File: config.mk
export PLATFORM = sky130hd
export DESIGN_NAME = reg_bank_ctrl
export DESIGN_NICKNAME = d
export VERILOG_FILES = /design/src/rtl/reg_bank_pkg.sv /design/src/rtl/reg_bank_decode.sv /design/src/rtl/reg_bank_ctrl.sv
export SDC_FILE = /design/constraint.sdc
export NUM_CORES = 1
export LEC_CHECK = 0
export ABC_CLOCK_PERIOD_IN_PS = 2400
export CAP_MARGIN = 0
export CORE_ASPECT_RATIO = 2
export CORE_MARGIN = 2
export CORE_UTILIZATION = 38
export CTS_CLUSTER_DIAMETER = 80
export DETAILED_ROUTE_END_ITERATION = 7
export PLACE_DENSITY = 0.67
export SYNTH_ARGS = -nofsm -noshare
export SYNTH_HDL_FRONTEND = slang
export SYNTH_HIERARCHICAL = 1
export SYNTH_SLANG_ARGS = --single-unit
File: constraint.sdc
create_clock -name sys_clk_25m -period 2.4 [get_ports sys_clk_25m]
set_input_delay 0.48 -clock sys_clk_25m [delete_from_list [all_inputs] [get_ports sys_clk_25m]]
set_output_delay 0.48 -clock sys_clk_25m [all_outputs]
set_load 0.02 [all_outputs]
File: src/rtl/reg_bank_pkg.sv
// rtl/reg_bank_pkg.sv - shared types and address offsets for the register bank
package reg_bank_pkg;

    typedef enum logic [1:0] {
        ST_IDLE     = 2'd0,
        ST_RD_HOLD  = 2'd1,
        ST_WAIT_END = 2'd2
    } state_e;

    typedef enum logic [1:0] {
        DEC_NONE = 2'd0,
        DEC_CTRL = 2'd1,
        DEC_STAT = 2'd2,
        DEC_IRQ  = 2'd3
    } dec_e;

    localparam logic [7:0] STAT_OFS = 8'h10;
    localparam logic [7:0] IRQ_OFS  = 8'h20;

    function automatic dec_e dec_classify(input logic hit_ctrl, input logic hit_stat,
                                          input logic hit_irq);
        if (hit_ctrl)      return DEC_CTRL;
        else if (hit_stat) return DEC_STAT;
        else if (hit_irq)  return DEC_IRQ;
        else               return DEC_NONE;
    endfunction

endpackage

File: src/rtl/reg_bank_decode.sv
// rtl/reg_bank_decode.sv - combinational address decode into ctrl/stat/irq hits and index
module reg_bank_decode
    import reg_bank_pkg::*;
#(
    parameter int              AW        = 8,
    parameter int              NUM_CTRL  = 4,
    parameter int              NUM_STAT  = 2,
    parameter logic [AW-1:0]   BASE_ADDR = 8'h10
) (
    input  logic [AW-1:0] addr,
    output logic          hit_ctrl,
    output logic          hit_stat,
    output logic          hit_irq,
    output logic [3:0]    index
);

    localparam logic [AW-1:0] STAT_BASE = BASE_ADDR + AW'(STAT_OFS);
    localparam logic [AW-1:0] IRQ_ADDR  = BASE_ADDR + AW'(IRQ_OFS);

    logic [AW-1:0] ofs_ctrl;
    logic [AW-1:0] ofs_stat;

    // Subtraction wraps modulo 2^AW, so addresses below a base land far out of range.
    always_comb begin
        ofs_ctrl = addr - BASE_ADDR;
        ofs_stat = addr - STAT_BASE;
        hit_ctrl = 32'(ofs_ctrl) < 32'(NUM_CTRL);
        hit_stat = !hit_ctrl && (32'(ofs_stat) < 32'(NUM_STAT));
        hit_irq  = !hit_ctrl && !hit_stat && (addr == IRQ_ADDR);
        index    = hit_stat ? ofs_stat[3:0] : ofs_ctrl[3:0];
    end

endmodule

File: src/rtl/reg_bank_ctrl.sv
// rtl/reg_bank_ctrl.sv - host-bus register bank with ctrl, status and W1C irq-pending registers
module reg_bank_ctrl
    import reg_bank_pkg::*;
#(
    parameter int            AW        = 8,
    parameter int            DW        = 8,
    parameter int            NUM_CTRL  = 4,
    parameter int            NUM_STAT  = 2,
    parameter logic [AW-1:0] BASE_ADDR = 8'h10,
    parameter logic [DW-1:0] CTRL_RST  = '0
) (
    input  logic                   sys_clk_25m,
    input  logic                   sys_rst,
    input  logic [AW-1:0]          reg_addr,
    input  logic [DW-1:0]          reg_wr_data,
    input  logic                   reg_rw,
    input  logic                   reg_rw_start,
    input  logic                   reg_rw_end,
    output logic [DW-1:0]          reg_rd_data,
    output logic                   reg_out_oe,
    output logic                   reg_ack,
    output logic                   reg_err,
    output logic [NUM_CTRL*DW-1:0] ctrl_regs,
    output logic [NUM_CTRL-1:0]    ctrl_wr_stb,
    input  logic [NUM_STAT*DW-1:0] stat_in,
    input  logic [DW-1:0]          irq_event,
    output logic                   irq
);

    state_e                state_q, state_d;
    logic [DW-1:0]         rd_data_q, rd_data_d;
    logic                  oe_q, oe_d;
    logic                  ack_q, ack_d;
    logic                  err_q, err_d;
    logic [NUM_CTRL-1:0]   stb_q, stb_d;
    logic [DW-1:0]         pending_q, pending_d;
    logic                  irq_q, irq_d;
    logic [DW-1:0]         w1c_clr;
    logic [NUM_CTRL*DW-1:0] ctrl_flat;

    logic       hit_ctrl, hit_stat, hit_irq;
    logic [3:0] index;
    dec_e       dec;
    logic [DW-1:0] ctrl_rd, stat_rd;

    reg_bank_decode #(
        .AW        (AW),
        .NUM_CTRL  (NUM_CTRL),
        .NUM_STAT  (NUM_STAT),
        .BASE_ADDR (BASE_ADDR)
    ) u_decode (
        .addr     (reg_addr),
        .hit_ctrl (hit_ctrl),
        .hit_stat (hit_stat),
        .hit_irq  (hit_irq),
        .index    (index)
    );

    always_comb begin
        dec     = dec_classify(hit_ctrl, hit_stat, hit_irq);
        ctrl_rd = '0;
        for (int i = 0; i < NUM_CTRL; i++)
            if (index == 4'(i)) ctrl_rd = ctrl_flat[i*DW +: DW];
        stat_rd = '0;
        for (int j = 0; j < NUM_STAT; j++)
            if (index == 4'(j)) stat_rd = stat_in[j*DW +: DW];
    end

    // An access is taken only from IDLE, so a held start level executes once.
    always_comb begin
        state_d   = state_q;
        rd_data_d = rd_data_q;
        oe_d      = oe_q;
        ack_d     = 1'b0;
        err_d     = 1'b0;
        stb_d     = '0;
        w1c_clr   = '0;
        unique case (state_q)
            ST_IDLE: begin
                if (reg_rw_start) begin
                    ack_d = 1'b1;
                    err_d = (dec == DEC_NONE);
                    if (reg_rw) begin
                        oe_d    = 1'b1;
                        state_d = ST_RD_HOLD;
                        unique case (dec)
                            DEC_CTRL: rd_data_d = ctrl_rd;
                            DEC_STAT: rd_data_d = stat_rd;
                            DEC_IRQ:  rd_data_d = pending_q;
                            default:  rd_data_d = '0;
                        endcase
                    end else begin
                        state_d = ST_WAIT_END;
                        if (dec == DEC_CTRL) begin
                            for (int i = 0; i < NUM_CTRL; i++)
                                if (index == 4'(i)) stb_d[i] = 1'b1;
                        end
                        if (dec == DEC_IRQ) w1c_clr = reg_wr_data;
                    end
                end
            end
            ST_RD_HOLD, ST_WAIT_END: begin
                if (reg_rw_end) begin
                    state_d = ST_IDLE;
                    oe_d    = 1'b0;
                end
            end
            default: state_d = ST_IDLE;
        endcase
        // New events override a simultaneous clear of the same bit.
        pending_d = (pending_q & ~w1c_clr) | irq_event;
        irq_d     = |pending_q;
    end

    always_ff @(posedge sys_clk_25m) begin
        if (sys_rst) begin
            state_q   <= ST_IDLE;
            rd_data_q <= '0;
            oe_q      <= 1'b0;
            ack_q     <= 1'b0;
            err_q     <= 1'b0;
            stb_q     <= '0;
            pending_q <= '0;
            irq_q     <= 1'b0;
        end else begin
            state_q   <= state_d;
            rd_data_q <= rd_data_d;
            oe_q      <= oe_d;
            ack_q     <= ack_d;
            err_q     <= err_d;
            stb_q     <= stb_d;
            pending_q <= pending_d;
            irq_q     <= irq_d;
        end
    end

    for (genvar i = 0; i < NUM_CTRL; i++) begin : g_ctrl
        logic [DW-1:0] ctrl_q, ctrl_d;
        always_comb ctrl_d = stb_d[i] ? reg_wr_data : ctrl_q;
        always_ff @(posedge sys_clk_25m) begin
            if (sys_rst) ctrl_q <= CTRL_RST;
            else         ctrl_q <= ctrl_d;
        end
        assign ctrl_flat[i*DW +: DW] = ctrl_q;
    end

    assign ctrl_regs   = ctrl_flat;
    assign reg_rd_data = rd_data_q;
    assign reg_out_oe  = oe_q;
    assign reg_ack     = ack_q;
    assign reg_err     = err_q;
    assign ctrl_wr_stb = stb_q;
    assign irq         = irq_q;

endmodule

==> metrics.md, run 1 <==
| Metric | Value |
|---|---|
| Status | `finished, final reports clean` |
| Syn_area_per_cell | `9.46 µm²` |
| Starting Density | `0.395` |
| Register area share after synthesis | `0.423` |
| CTS Sinks | `58` |
| Final nets | `443` |
| Design area | `4250 µm²` |
| Fillers | `585` |
| Area fraction of the dominant cell type after synthesis | `0.423` |
| First-pass GRT wire length | `12400 µm` |
| Detail Placement HPWL | `6070 µm` |
| DRT met1 WL | `3030 µm` |
| Reg2Reg Setup Slack | `730 ps` |
| Number of global-route vias before repair | `2529` |
| # DRC | `0` |
| Hold wc startpoint | `state_q[0]` |
| Largest net degree at the start of global routing | `49` |
| CTS max path bufs | `2` |
| Max-slew violation count | `0` |
| Initial antenna violation count | `0` |
| Minimum clock period | `2250 ps` |
| Crit-path max FO | `5` |
| Layout cell share with drive strength beyond 1 | `0.180` |
| Critical path startpoint | `reg_addr[7]` |
| DR WL met2 | `4490 µm` |
| Routed wl met3 | `355 µm` |
| Synthesized flop and latch total | `58` |
| Worst VDD drop | `0.550 mV` |
| Crit end category | `flop` |
| Placer Congestion | `0.801` |
| Worst setup SP type | `input pin` |
| Worst-margin pin slew | `371 ps` |
| GRT overflow | `0` |
| Synth unique cells | `40` |
| H-tree lvl count | `3` |
| Clock-pin slew of the registers on the worst-case setup and hold paths | `50 ps` |
| Setup violators final | `0` |
| Achievable Freq | `444 MHz` |
| Yosys top cell by area | `dfxtp_1` |
| Worst Hold Class | `flop to flop` |
| Placed inst area | `3880 µm²` |
| Crit path arrival time | `2440 ps` |
| Power Density | `596 nW/µm²` |
| Top_reg_cell synth | `dfxtp_1` |
| Commonest cells post-synth | `58 x dfxtp_1, 58 x nor2_1, 32 x mux2i_1, 13 x nand2_1` |
| Cell mode on critical path | `buf_4` |
| Final hold slack | `489 ps` |
| Total GRT Usage | `0.206` |
| Initial DRC count | `155` |
| Max Cap Viol | `0` |
| Vias per cell | `5.25` |
| R2R Path Start | `state_q[0]` |
| Detailed-route via count | `2566` |
| DIE AREA | `7950 µm²` |
| Top layer in use | `met4` |
| Post-route clock period utilization | `0.939` |
| Netlist Area Pre-Place | `2740 µm²` |
| Rows | `43` |
| Die X | `64.1 µm` |
| CTS buffer count | `9` |
| TritonRoute pass-1 iters | `7` |
| CP Class | `input pin to flop` |
| Diode count | `0` |
| CTS tree | `done` |
| Final WL | `7990 µm` |
| Hold_buf cts | `0` |
| Total of warnings raised by yosys | `6` |
| Synth Net Count | `338` |
| Final Power | `2.53 mW` |
| Final Hold Vio Count | `0` |
| Worst rel slew slack | `0.753` |
| Synth top area cells | `dfxtp_1 42%, mux2i_1 12%, nor2_1 7.9%, mux2_2 4.1%, a221oi_2 3.8%` |
| CP max stage cell | `clkdlybuf4s50_1` |
| CTS Root Cell | `clkbuf_16` |
| Slowest stage delay, CP | `470 ps` |
| Placeable Area | `6940 µm²` |
| ANT nets after route | `0` |
| Buffers added on ports | `92` |
| Async SR Flop Fraction | `0` |
| Worst Skew | `2.43 ps` |
| RSZ-0062 raised after global routing | `false` |
| Mapped Cells | `290` |
| Critical-path cell list | `clkdlybuf4s50_1 > buf_4 > xor2_1 > nor4b_2 > buf_4 > nor3b_2 > buf_4 > a222oi_1 > a221oi_2` |
| Die height | `124 µm` |
| Critical Path RT | `2590 ps` |
| Ports | `93` |
| Clk_lat worst skew | `320 ps` |
| Area Growth Syn to Fin | `54.8%` |
| Routed len/inst | `16.3 µm` |
| Post-synth EDFFs | `0` |
| Leak | `1.68 nW` |
-- final timing paths --
kind	endpoint	cells past startpoint
min reg2reg	state_q[0]	2
min	state_q[0]	2
max reg2reg	g_ctrl[2].ctrl_q[4]	7
max	reg_rd_data[2]	9
-- per-stage QoR --
| stage | setup WS (ps) | util | TNS [ps] | std cells |
|---|---|---|---|---|
| 3_3_place_gp | -496 | 0.559 | -20560 | 473 |
| 2_1_floorplan | 2.25 | - | 0 | 290 |
| 3_5_place_dp | -539 | 0.559 | -22620 | 473 |
| 5_1_grt | 18.9 | 0.612 | 0 | 489 |
| 4_1_cts | 116 | 0.609 | 0 | 489 |
| 6_report | 146 | 0.612 | 0 | 489 |
-- flip-flops by register name, summed over array words and instances (netlist names) --
signal / cells
g_ctrl.ctrl_q: 32
reg_out_oe: 1
reg_rd_data: 8
irq: 1
state_q: 2
ctrl_wr_stb: 4
reg_err: 1
reg_ack: 1
pending_q: 8
-- placed cells by master, fill, tap and decap left out, drive strengths merged, types with 8 or more instances in the layout --
cell	instances
mux2i	32
dfxtp	58
a222oi	8
clkbuf	13
nand2	13
nor2	58
a21oi	10
o22ai	8
or3	9
mux2	16
clkdlybuf4s50	89
buf	27
nand3	10
a221oi	8
-- logic make-up (layout without fill, tap and decap cells) --
group | count (synthesis) | count (layout) | synth area share
mux | 48 | 48 | 0.182
buf+inv | 29 | 138 | 0.0538
simple gates | 113 | 113 | 0.205
flops | 58 | 58 | 0.423
xor+xnor | 2 | 2 | 0.00639
compound gates | 37 | 37 | 0.115
fa+ha+maj | 3 | 3 | 0.0137
-- area by class of cell --
type | instances | area, µm² | area share
multi-input combinational | 203 | 1480 | 0.350
timing repair buffer | 118 | 1160 | 0.274
sequential | 58 | 1160 | 0.274
clock buffer | 13 | 270 | 0.0637
tap | 90 | 113 | 0.0265
clock inverter | 2 | 35.0 | 0.00825
inverter | 5 | 18.8 | 0.00442
-- repair_timing --
item / 4_1_cts / 5_1_grt
resized for setup: 12 / 5
pin swaps: 5 / 2
setup endpoints to repair: 48 / 15
setup buffers: 1 / 0
hold endpoints to repair: 0 / 0
gates cloned: 0 / 0
-- power by group --
group	internal, mW	switching (mW)
clock network	0.879	0.410
logic	0.133	0.117
registers	0.982	0.0114
total	1.99	0.538
-- worst max-delay path, delay by kind of cell --
kind,cells,cell delay [ps]
AND/OR/NAND/NOR,2,320
buffers and inverters,4,970
AO/OA/AOI/OAI,2,510
XOR/XNOR,1,150
-- per-layer routing --
metal  vias to the layer above  track usage
li1                       1253            -
met1                      1226        0.206
met2                        79        0.395
met3                         8       0.0470
met4                         0       0.0910
met5                         -            0
Note: power is estimated with default switching activity, not from simulation.
==> inputs of run 2 (changes only) <==
--- a/config.mk
+++ b/config.mk
@@ -6,12 +6,12 @@
 export NUM_CORES = 1
 export LEC_CHECK = 0
 export ABC_CLOCK_PERIOD_IN_PS = 2400
-export CAP_MARGIN = 0
 export CORE_ASPECT_RATIO = 2
 export CORE_MARGIN = 2
 export CORE_UTILIZATION = 38
 export CTS_CLUSTER_DIAMETER = 80
 export DETAILED_ROUTE_END_ITERATION = 7
+export GPL_ROUTABILITY_DRIVEN = 0
 export PLACE_DENSITY = 0.67
 export SYNTH_ARGS = -nofsm -noshare
 export SYNTH_HDL_FRONTEND = slang
==> results of run 2 <==
Same layout as run 1: the final DEF is identical, and so are final timing and power.
==> inputs of run 3 (changes only) <==
--- a/config.mk
+++ b/config.mk
@@ -8,11 +8,12 @@
 export ABC_CLOCK_PERIOD_IN_PS = 2400
 export CORE_ASPECT_RATIO = 2
 export CORE_MARGIN = 2
-export CORE_UTILIZATION = 38
+export CORE_UTILIZATION = 41
 export CTS_CLUSTER_DIAMETER = 80
 export DETAILED_ROUTE_END_ITERATION = 7
 export GPL_ROUTABILITY_DRIVEN = 0
-export PLACE_DENSITY = 0.67
+export PLACE_DENSITY = 0.78
+export SLEW_MARGIN = 20
 export SYNTH_ARGS = -nofsm -noshare
 export SYNTH_HDL_FRONTEND = slang
 export SYNTH_HIERARCHICAL = 1
==> run 3 against run 2 <==
  * Clock power rose by 6%
  * Combinational power grew 2%
  * First-iteration DRC count is 2.6% higher
  * Global-route usage up 2.9 points
  * Largest cell class unchanged
  * Largest power group unchanged
==> metrics.md, run 3 (synthesis results as in run 1) <==
| Metric | Value |
|---|---|
| Post-route clock period utilization | `0.948 (+0.00904)` |
| Placed insts | `471 (-0.42%)` |
| Slowest stage delay, CP | `440 ps (-30 ps)` |
| CP Class | `input pin to flop` |
| Clk_lat worst skew | `320 ps (about the same)` |
| Ports | `93 (unchanged)` |
| Final Power | `2.61 mW (+3.2%)` |
| Die X | `61.8 µm (-3.5%)` |
| GRT overflow | `0 (unchanged)` |
| Final hold slack | `511 ps (+21.7 ps)` |
| ANT nets after route | `0 (unchanged)` |
| Worst-margin pin slew | `577 ps (+206 ps)` |
| Diode count | `0 (unchanged)` |
| Detail Placement HPWL | `6220 µm (+2.5%)` |
| Leak | `1.70 nW (+1.8%)` |
| Worst setup SP type | `input pin` |
| CTS buffer count | `9 (unchanged)` |
| Total GRT Usage | `0.236 (+0.0295)` |
| CTS max path bufs | `2 (unchanged)` |
| Crit end category | `flop` |
| Max Cap Viol | `0 (unchanged)` |
| Commonest non-fill, non-tap cells in the layout | `88 x clkdlybuf4s50_1, 58 x nor2_1, 58 x dfxtp_1, 31 x mux2i_1, 23 x buf_4` |
| Rows | `42 (-2.3%)` |
| DIE AREA | `7400 µm² (-7.0%)` |
| Number of global-route vias before repair | `2748 (+8.7%)` |
| Cell Count, Final, Fillers Out | `491 (+0.41%)` |
| Design area | `4300 µm² (+1.4%)` |
| Detailed-route via count | `2653 (+3.4%)` |
| Final WL | `8530 µm (+6.7%)` |
| Max FFs per register | `32 (unchanged)` |
| Starting Density | `0.418 (+0.0224)` |
| Critical-path cell list | `clkdlybuf4s50_1 > nor2_1 > nand3b_1 > nor4b_2 > buf_4 > nor3b_2 > buf_4 > a222oi_1 > a221oi_2` |
| Largest net degree at the start of global routing | `33 (-33%)` |
| CTS tree | `done` |
| Dpl ws | `-540 ps (-0.778 ps)` |
| Largest Register | `g_ctrl.ctrl_q` |
| CTS Sinks | `58 (unchanged)` |
| Placeable Area | `6570 µm² (-5.4%)` |
| Buffers added on ports | `92 (unchanged)` |
| Worst Hold Class | `flop to flop` |
| Worst VDD drop | `0.500 mV (-9.0%)` |
| CTS Root Cell | `clkbuf_16` |
| Worst rel slew slack | `0.616 (-0.137)` |
| # DRC | `0 (unchanged)` |
| Status | `finished, final reports clean` |
| Initial antenna violation count | `0 (unchanged)` |
| Most common cell after layout, fill and taps aside | `clkdlybuf4s50_1` |
| Setup violators final | `0 (unchanged)` |
| Hold_buf cts | `0 (unchanged)` |
| Setup WS post-layout | `125 ps (-21.7 ps)` |
| TritonRoute pass-1 iters | `6 (-1)` |
| Final nets | `447 (+0.90%)` |
| First-pass GRT wire length | `12800 µm (+3.4%)` |
| Vias per cell | `5.40 (+3.0%)` |
| CP max stage cell | `clkdlybuf4s50_1` |
| Max-slew violation count | `0 (unchanged)` |
| Initial DRC count | `159 (+2.6%)` |
| Fillers | `514 (-12%)` |
| Clock-pin slew of the registers on the worst-case setup and hold paths | `50 ps (about the same)` |
| Layout cell share with drive strength beyond 1 | `0.189 (+0.00813)` |
| H-tree lvl count | `3 (unchanged)` |
| Critical Path RT | `2580 ps (about the same)` |
| Die height | `120 µm (-3.6%)` |
| Final Hold Vio Count | `0 (unchanged)` |
| Power Density | `607 nW/µm² (+1.8%)` |
| Placed inst area | `3880 µm² (about the same)` |
| Minimum clock period | `2280 ps (+21.7 ps)` |
| Achievable Freq | `440 MHz (-0.95%)` |
| Cell mode on critical path | `buf_4` |
| Final Core Density | `0.655 (+0.0436)` |
| Crit-path max FO | `5 (unchanged)` |
| Crit path arrival time | `2460 ps (+20 ps)` |
| Routed len/inst | `17.4 µm (+6.3%)` |
| Worst Skew | `4.91 ps (+2.48 ps)` |
| Total Neg Setup Slack | `0 ps (unchanged)` |
| Area Growth Syn to Fin | `56.9%` |
==> run 3: worst paths after layout <==
path / end / slack (ps) / startpoint / cells past startpoint
max reg2reg: g_ctrl[2].ctrl_q[7] / 580 / state_q[0] / 8
min: reg_rd_data[7] / 510 / reg_rd_data[7] / 2
max: reg_rd_data[0] / 120 / reg_addr[3] / 9
min reg2reg: reg_rd_data[7] / 510 / reg_rd_data[7] / 2
==> run 3: metal layers <==
| layer | up-vias | track usage | routed length [µm] |
|---|---|---|---|
| met5 | - | 0 | 0 |
| met4 | 0 | 0.138 | 299 |
| met3 | 26 | 0.0603 | 409 |
| met2 | 97 | 0.414 | 4810 |
| met1 | 1270 | 0.231 | 3010 |
| li1 | 1260 | - | - |
==> run 3: power by group <==
group	internal [mW]	switching (mW)	total (mW)
sequential	0.983	0.0122	0.995
clock	0.958	0.408	1.37
combinational	0.133	0.120	0.253
==> run 3: repair_timing <==
item | CTS | global route
buffers inserted | 4 | 1
gates cloned | 0 | 0
resized for setup | 11 | 14
setup endpoints to repair | 48 | 43
pin swaps | 3 | 4
==> run 3: area by class of cell <==
class                           count  area, µm²  share of cell area
Timing Repair Buffer              122       1200               0.279
Clock buffer                       13        260              0.0605
Sequential cell                    58       1160               0.270
Multi-Input combinational cell    203       1490               0.347
Inverter                            5       18.8             0.00436
Tap cell                           88        110              0.0256
Clock inverter                      2       60.1              0.0140
==> run 3: worst max-delay path, delay by kind of cell <==
kind | cells | cell delay (ps)
buffers and inverters | 3 | 790
AO/OA/AOI/OAI | 2 | 510
AND/OR/NAND/NOR | 4 | 680
